==> src/rtl/uart_tx_arbiter_if.sv <==
// uart_tx_arbiter_if: producer and UART byte handshakes shared by uart_tx_arbiter
interface uart_tx_arbiter_if #(
   parameter int NUM_REQ = 2
);
   localparam int GW = NUM_REQ > 1 ? $clog2(NUM_REQ) : 1;
   logic [NUM_REQ-1:0]      req_valid;
   logic [NUM_REQ-1:0][7:0] req_data;
   logic [NUM_REQ-1:0]      req_ready;
   logic                    uart_out_valid;
   logic [7:0]              uart_out_data;
   logic                    uart_out_ready;
   logic [GW-1:0]           grant_id;
   logic                    busy;
   modport master (
      output req_valid, req_data, uart_out_ready,
      input  req_ready, uart_out_valid, uart_out_data, grant_id, busy
   );
   modport slave (
      input  req_valid, req_data, uart_out_ready,
      output req_ready, uart_out_valid, uart_out_data, grant_id, busy
   );
endinterface

==> src/rtl/uart_tx_arbiter.sv <==
// uart_tx_arbiter: round-robin, burst-limited sharing of the UART tx byte channel
module uart_tx_arbiter #(
   parameter int NUM_REQ   = 2,
   parameter int MAX_BURST = 16
) (
   input logic             clk,
   input logic             reset,
   uart_tx_arbiter_if.slave bus
);
   localparam int GW = NUM_REQ > 1 ? $clog2(NUM_REQ) : 1;
   localparam int BW = $clog2(MAX_BURST + 1);
   typedef enum logic {IDLE, GRANT} state_t;
   state_t        state, state_n;
   logic [GW-1:0] grant, last_grant, sel, idx;
   logic [BW-1:0] burst_count;
   logic          out_valid;
   logic [7:0]    out_data;
   logic          g_valid, g_ready, req_xfer, uart_xfer, release_g;
   assign g_valid   = bus.req_valid[grant];
   assign g_ready   = !out_valid || bus.uart_out_ready;
   assign req_xfer  = state == GRANT && g_valid && g_ready;
   assign uart_xfer = out_valid && bus.uart_out_ready;
   assign release_g = state == GRANT && (!g_valid || (req_xfer && burst_count == BW'(MAX_BURST - 1)));
   // Pick the first valid requester after the last one served, wrapping around
   always_comb begin
      sel = '0;
      idx = '0;
      for (int k = NUM_REQ - 1; k >= 0; k--) begin
         idx = GW'((int'(last_grant) + 1 + k) % NUM_REQ);
         sel = bus.req_valid[idx] ? idx : sel;
      end
   end
   // Next state and the combinational ready to the granted requester
   always_comb begin
      state_n       = state;
      bus.req_ready = '0;
      if (state == IDLE) begin
         state_n = |bus.req_valid ? GRANT : IDLE;
      end else begin
         bus.req_ready[grant] = g_ready;
         state_n = release_g ? IDLE : GRANT;
      end
   end
   // State register
   always_ff @(posedge clk) state <= !reset ? IDLE : state_n;
   // Grant, fairness pointer and burst accounting
   always_ff @(posedge clk) begin
      if (!reset) begin
         grant       <= '0;
         last_grant  <= GW'(NUM_REQ - 1);
         burst_count <= '0;
      end else begin
         if (state == IDLE && |bus.req_valid) begin
            grant       <= sel;
            burst_count <= '0;
         end else if (req_xfer) begin
            burst_count <= burst_count + BW'(1);
         end
         if (release_g) last_grant <= grant;
      end
   end
   // One-entry output stage; a refill on the draining edge keeps it full
   always_ff @(posedge clk) begin
      if (!reset) begin
         out_valid <= 1'b0;
         out_data  <= '0;
      end else if (req_xfer) begin
         out_valid <= 1'b1;
         out_data  <= bus.req_data[grant];
      end else if (uart_xfer) begin
         out_valid <= 1'b0;
      end
   end
   assign bus.uart_out_valid = out_valid;
   assign bus.uart_out_data  = out_data;
   assign bus.grant_id       = grant;
   assign bus.busy           = state == GRANT || out_valid;
endmodule
==> src/flat_wrapper.sv <==
// flat-port wrapper written by rule: the top's interface ports become plain ports
module uart_tx_arbiter_flat 
#(
   parameter int NUM_REQ   = 2,
   parameter int MAX_BURST = 16
)
  (clk, reset, bus_req_valid, bus_req_data, bus_uart_out_ready, bus_req_ready, bus_uart_out_valid, bus_uart_out_data, bus_grant_id, bus_busy);
  uart_tx_arbiter_if #(.NUM_REQ(NUM_REQ)) bus_i ();
  input logic clk;
  input logic reset;
  input wire logic [$bits(bus_i.req_valid)-1:0] bus_req_valid;
  input wire logic [$bits(bus_i.req_data)-1:0] bus_req_data;
  input wire logic [$bits(bus_i.uart_out_ready)-1:0] bus_uart_out_ready;
  output wire logic [$bits(bus_i.req_ready)-1:0] bus_req_ready;
  output wire logic [$bits(bus_i.uart_out_valid)-1:0] bus_uart_out_valid;
  output wire logic [$bits(bus_i.uart_out_data)-1:0] bus_uart_out_data;
  output wire logic [$bits(bus_i.grant_id)-1:0] bus_grant_id;
  output wire logic [$bits(bus_i.busy)-1:0] bus_busy;
  assign bus_i.req_valid = bus_req_valid;
  assign bus_i.req_data = bus_req_data;
  assign bus_i.uart_out_ready = bus_uart_out_ready;
  assign bus_req_ready = bus_i.req_ready;
  assign bus_uart_out_valid = bus_i.uart_out_valid;
  assign bus_uart_out_data = bus_i.uart_out_data;
  assign bus_grant_id = bus_i.grant_id;
  assign bus_busy = bus_i.busy;
  uart_tx_arbiter #(.NUM_REQ(NUM_REQ), .MAX_BURST(MAX_BURST)) u_core (.clk(clk), .reset(reset), .bus(bus_i));
endmodule
==> config.mk <==
export PLATFORM = sky130hd
export DESIGN_NAME = uart_tx_arbiter_flat
export DESIGN_NICKNAME = d
export VERILOG_FILES = /design/src/rtl/uart_tx_arbiter_if.sv /design/src/rtl/uart_tx_arbiter.sv /design/src/flat_wrapper.sv
export SDC_FILE = /design/constraint.sdc
export NUM_CORES = 1
export LEC_CHECK = 0
export CAP_MARGIN = 20
export CORE_MARGIN = 2
export CORE_UTILIZATION = 37
export DETAILED_ROUTE_END_ITERATION = 10
export GPL_TIMING_DRIVEN = 0
export PLACE_DENSITY = 0.73
export SLEW_MARGIN = 40
export SYNTH_ARGS = -nofsm -noshare
export SYNTH_HDL_FRONTEND = slang
export SYNTH_SLANG_ARGS = --single-unit
==> constraint.sdc <==
create_clock -name clk -period 1.4 [get_ports clk]
set_input_delay 0.28 -clock clk [delete_from_list [all_inputs] [get_ports clk]]
set_output_delay 0.28 -clock clk [all_outputs]
set_load 0.05 [all_outputs]
==> flow_summary.toml <==
[global_routing]
grt_max_degree = 11
track_usage_pct = 16.7
antenna_found_initial = 0
overflow = 0
grt_pass1_wl_mm = 3.34
grt_pass1_vias = 773

[critical_path]
critPathBufInv = 2
r2r_slack_ns = 0.03
worstSetupPathType = "flop to primary output"
slowest_delay_ns = 0.39
r2r-end = "u_core.last_grant"
end_kind = "primary output"
crit_required_ns = 1.12
reg2reg_depth = 6
startpoint = "u_core.bus.grant_id"
setup.worst_path.start_class = "flop"
rr_startpoint = "u_core.burst_count[1]"
cp_cell_sequence = "buf_12, and3_4, buf_8"
cp.arrival_ns = 1.12
crit_end = "bus_req_ready[1]"
worst_path_max_delay_cell = "dfxtp_4"
crit_path_max_fanout = 10
crit_cells = 3
cp_top_family = "flip-flops"

[drt]
drtPass1Iterations = 4
wl_per_cell_um = 12.7
drc_errors = 0
drt-total-wl_mm = 2.02
drtAntennaViolNets = 0
via_count = 820
via_per_inst = 5.16
drt_first_iter_violations = 12

[finish]
syn2layout_area_growth_pct = 62.8
final_common_cell = "clkdlybuf4s50_1"
layout-drive-gt1-share_pct = 30.5
layout_common_cells = "clkdlybuf4s50_1, dfxtp_1, nand2_1, clkdlybuf4s15_2, mux2i_1"
final_nets = 155
regArea_sq_um = 348
multi_input_area_sq_um = 468
nFillCells = 216
antenna_cells = 0

[clocking]
numCtsBuffers = 3
h-tree-depth = 1
clk_path_buf_depth = 2
cts-root-buf = "clkbuf_4"
clock_latency_ns = 0.28
clkSlewWorstSetupHoldPaths_ns = 0.09
cts_sinks = 17
cts_tree = "done"
cts_hold_buf = 0

[timing]
post-route-min-period_ns = 1.40
fmax_ghz = 0.712
hold_viol_final = 0
relSlewSlack_pct = 69.2
fin_crit_sh_pct = 100
final_max_slew_viol_count = 0
tns_ns = -0.00430
worstMarginPinSlew_ns = 0.460
grt_setup_unrepaired = "yes"
skew_ns = 0.00218
setup_viol = 1
setup_ws_ns = -0.00430

[outcome]
status = "finished, violations left"
violations = "setup timing"

[place]
io_buffer_count = 33
dp_slack_ns = -0.845
dpl.hpwl_mm = 1.36
place.gp.congestion = 0.789

[yosys]
synthCells = 87
synth_area_sq_um = 831
ys_types = 26
synthesis.nets = 110
avgSynthCellArea_sq_um = 9.55
ys_warn_count = 0
seq_area_frac_synth_pct = 41.0
ys_seq_elements = 17

[power_and_ir_drop]
leakagePower_uw = 0.000623
peakVddDrop_v = 0.000528
powerDensity_nw_per_um2 = 879

[floorplanning]
initial_utilization_pct = 38.3
die_y_um = 51.4
rows = 17
io-pin-count = 34
core_area_sq_um = 2170
dieArea_sq_um = 2640
die_w_um = 51.4

[job]
cap_violations = 0

[worst_hold_path]
holdCritStartpoint = "bus_req_valid[1]"
hold_path_class = "input port to flop"
-- registers in the layout (all words and copies together) (netlist names) --
| signal | count |
|---|---|
| u_core.bus.grant_id | 1 |
| u_core.burst_count | 5 |
| u_core.bus.uart_out_data | 8 |
| u_core.bus.uart_out_valid | 1 |
| u_core.last_grant | 1 |
| u_core.state | 1 |
-- worst min-delay path by stage --
stage                                             end  slack, ns  cells after the start
final                             u_core.bus.grant_id       0.35                      3
after detailed placement            u_core.last_grant       0.49                      2
after floorplan                   u_core.bus.grant_id       0.43                      1
after global routing              u_core.bus.grant_id       0.36                      3
after global placement    u_core.bus.uart_out_data[7]       0.48                      1
after CTS                         u_core.bus.grant_id       0.49                      4
-- per-stage QoR --
stage               power, uW  util [%]  instances  instance area (sq um)  hold slack (ns)
finish                   1190      62.3        159                   1350            0.354
global route             1260      62.3        159                   1350            0.355
CTS                      1190      60.9        157                   1320            0.494
detailed placement        907      55.5        148                   1200            0.486
global placement          901      55.5        148                   1200            0.478
floorplan                 767         -         87                    840            0.428
-- power by group --
group / total [uW] / internal [uW] / leakage, uW / switching [uW]
sequential: 535 / 515 / 0.000141 / 20.2
clock: 253 / 110 / 0.0000150 / 143
combinational: 400 / 188 / 0.000467 / 212
total: 1190 / 814 / 0.000623 / 375
-- routing by layer --
layer	wire [um]	part of all wire [%]	GRT usage [%]
met1	853	42	18.7
met2	973	48	29.5
met3	168	8.3	4.97
met4	20	0.99	6.58
met5	0	0	0
-- cell type report --
class	count	area share, %
Buffer	5	4.53
Timing Repair Buffer	40	29.8
Inverter	3	0.833
Sequential cell	17	25.7
Tap cell	28	2.59
Clock buffer	4	1.94
Multi-Input combinational cell	62	34.6
-- cells in the mapped netlist, drive strengths merged --
cell / count / share of area [%]
mux2: 1 / 1.8
and3: 4 / 3.6
a211oi: 1 / 1.5
ha: 2 / 3.0
inv: 3 / 1.4
a21boi: 4 / 3.6
nor2: 8 / 3.6
or2: 1 / 0.75
nand4: 2 / 1.5
o211a: 8 / 9.6
o21a: 1 / 0.90
mux2i: 9 / 11
buf: 3 / 3.3
dfxtp: 17 / 41
o21ai: 3 / 1.8
xnor2: 1 / 1.1
nand2b: 1 / 0.75
nand3: 1 / 0.60
nand2: 12 / 5.4
xor2: 2 / 2.1
clkbuf: 2 / 0.90
o211ai: 1 / 0.90
-- worst reg2reg max path: cells and delay by family, from the launching register on --
kind,cells,cell delay [ns]
and+or+nand+nor,1,0.17
adders and majority gates,2,0.36
DFF,1,0.36
AOI/OAI and AO/OA,3,0.34
-- cells by family after synthesis --
logic type               Yosys count  share of synthesized area, %
AND/OR/NAND/NOR                   29                          16.3
AO/OA/AOI/OAI                     18                          18.4
flip-flops                        17                          41.0
multiplexers                      10                          12.7
buffers and inverters              8                          5.57
XOR/XNOR                           3                          3.16
adder cells (fa/ha/maj)            2                          3.01
-- what timing repair did --
item | 4_1_cts | 5_1_grt
resized for setup | 65 | 8
pin swaps | 1 | 3
endpoints found under the setup margin | 17 | 10
setup buffers | 5 | 3
Power figures use the tool's default switching activity.
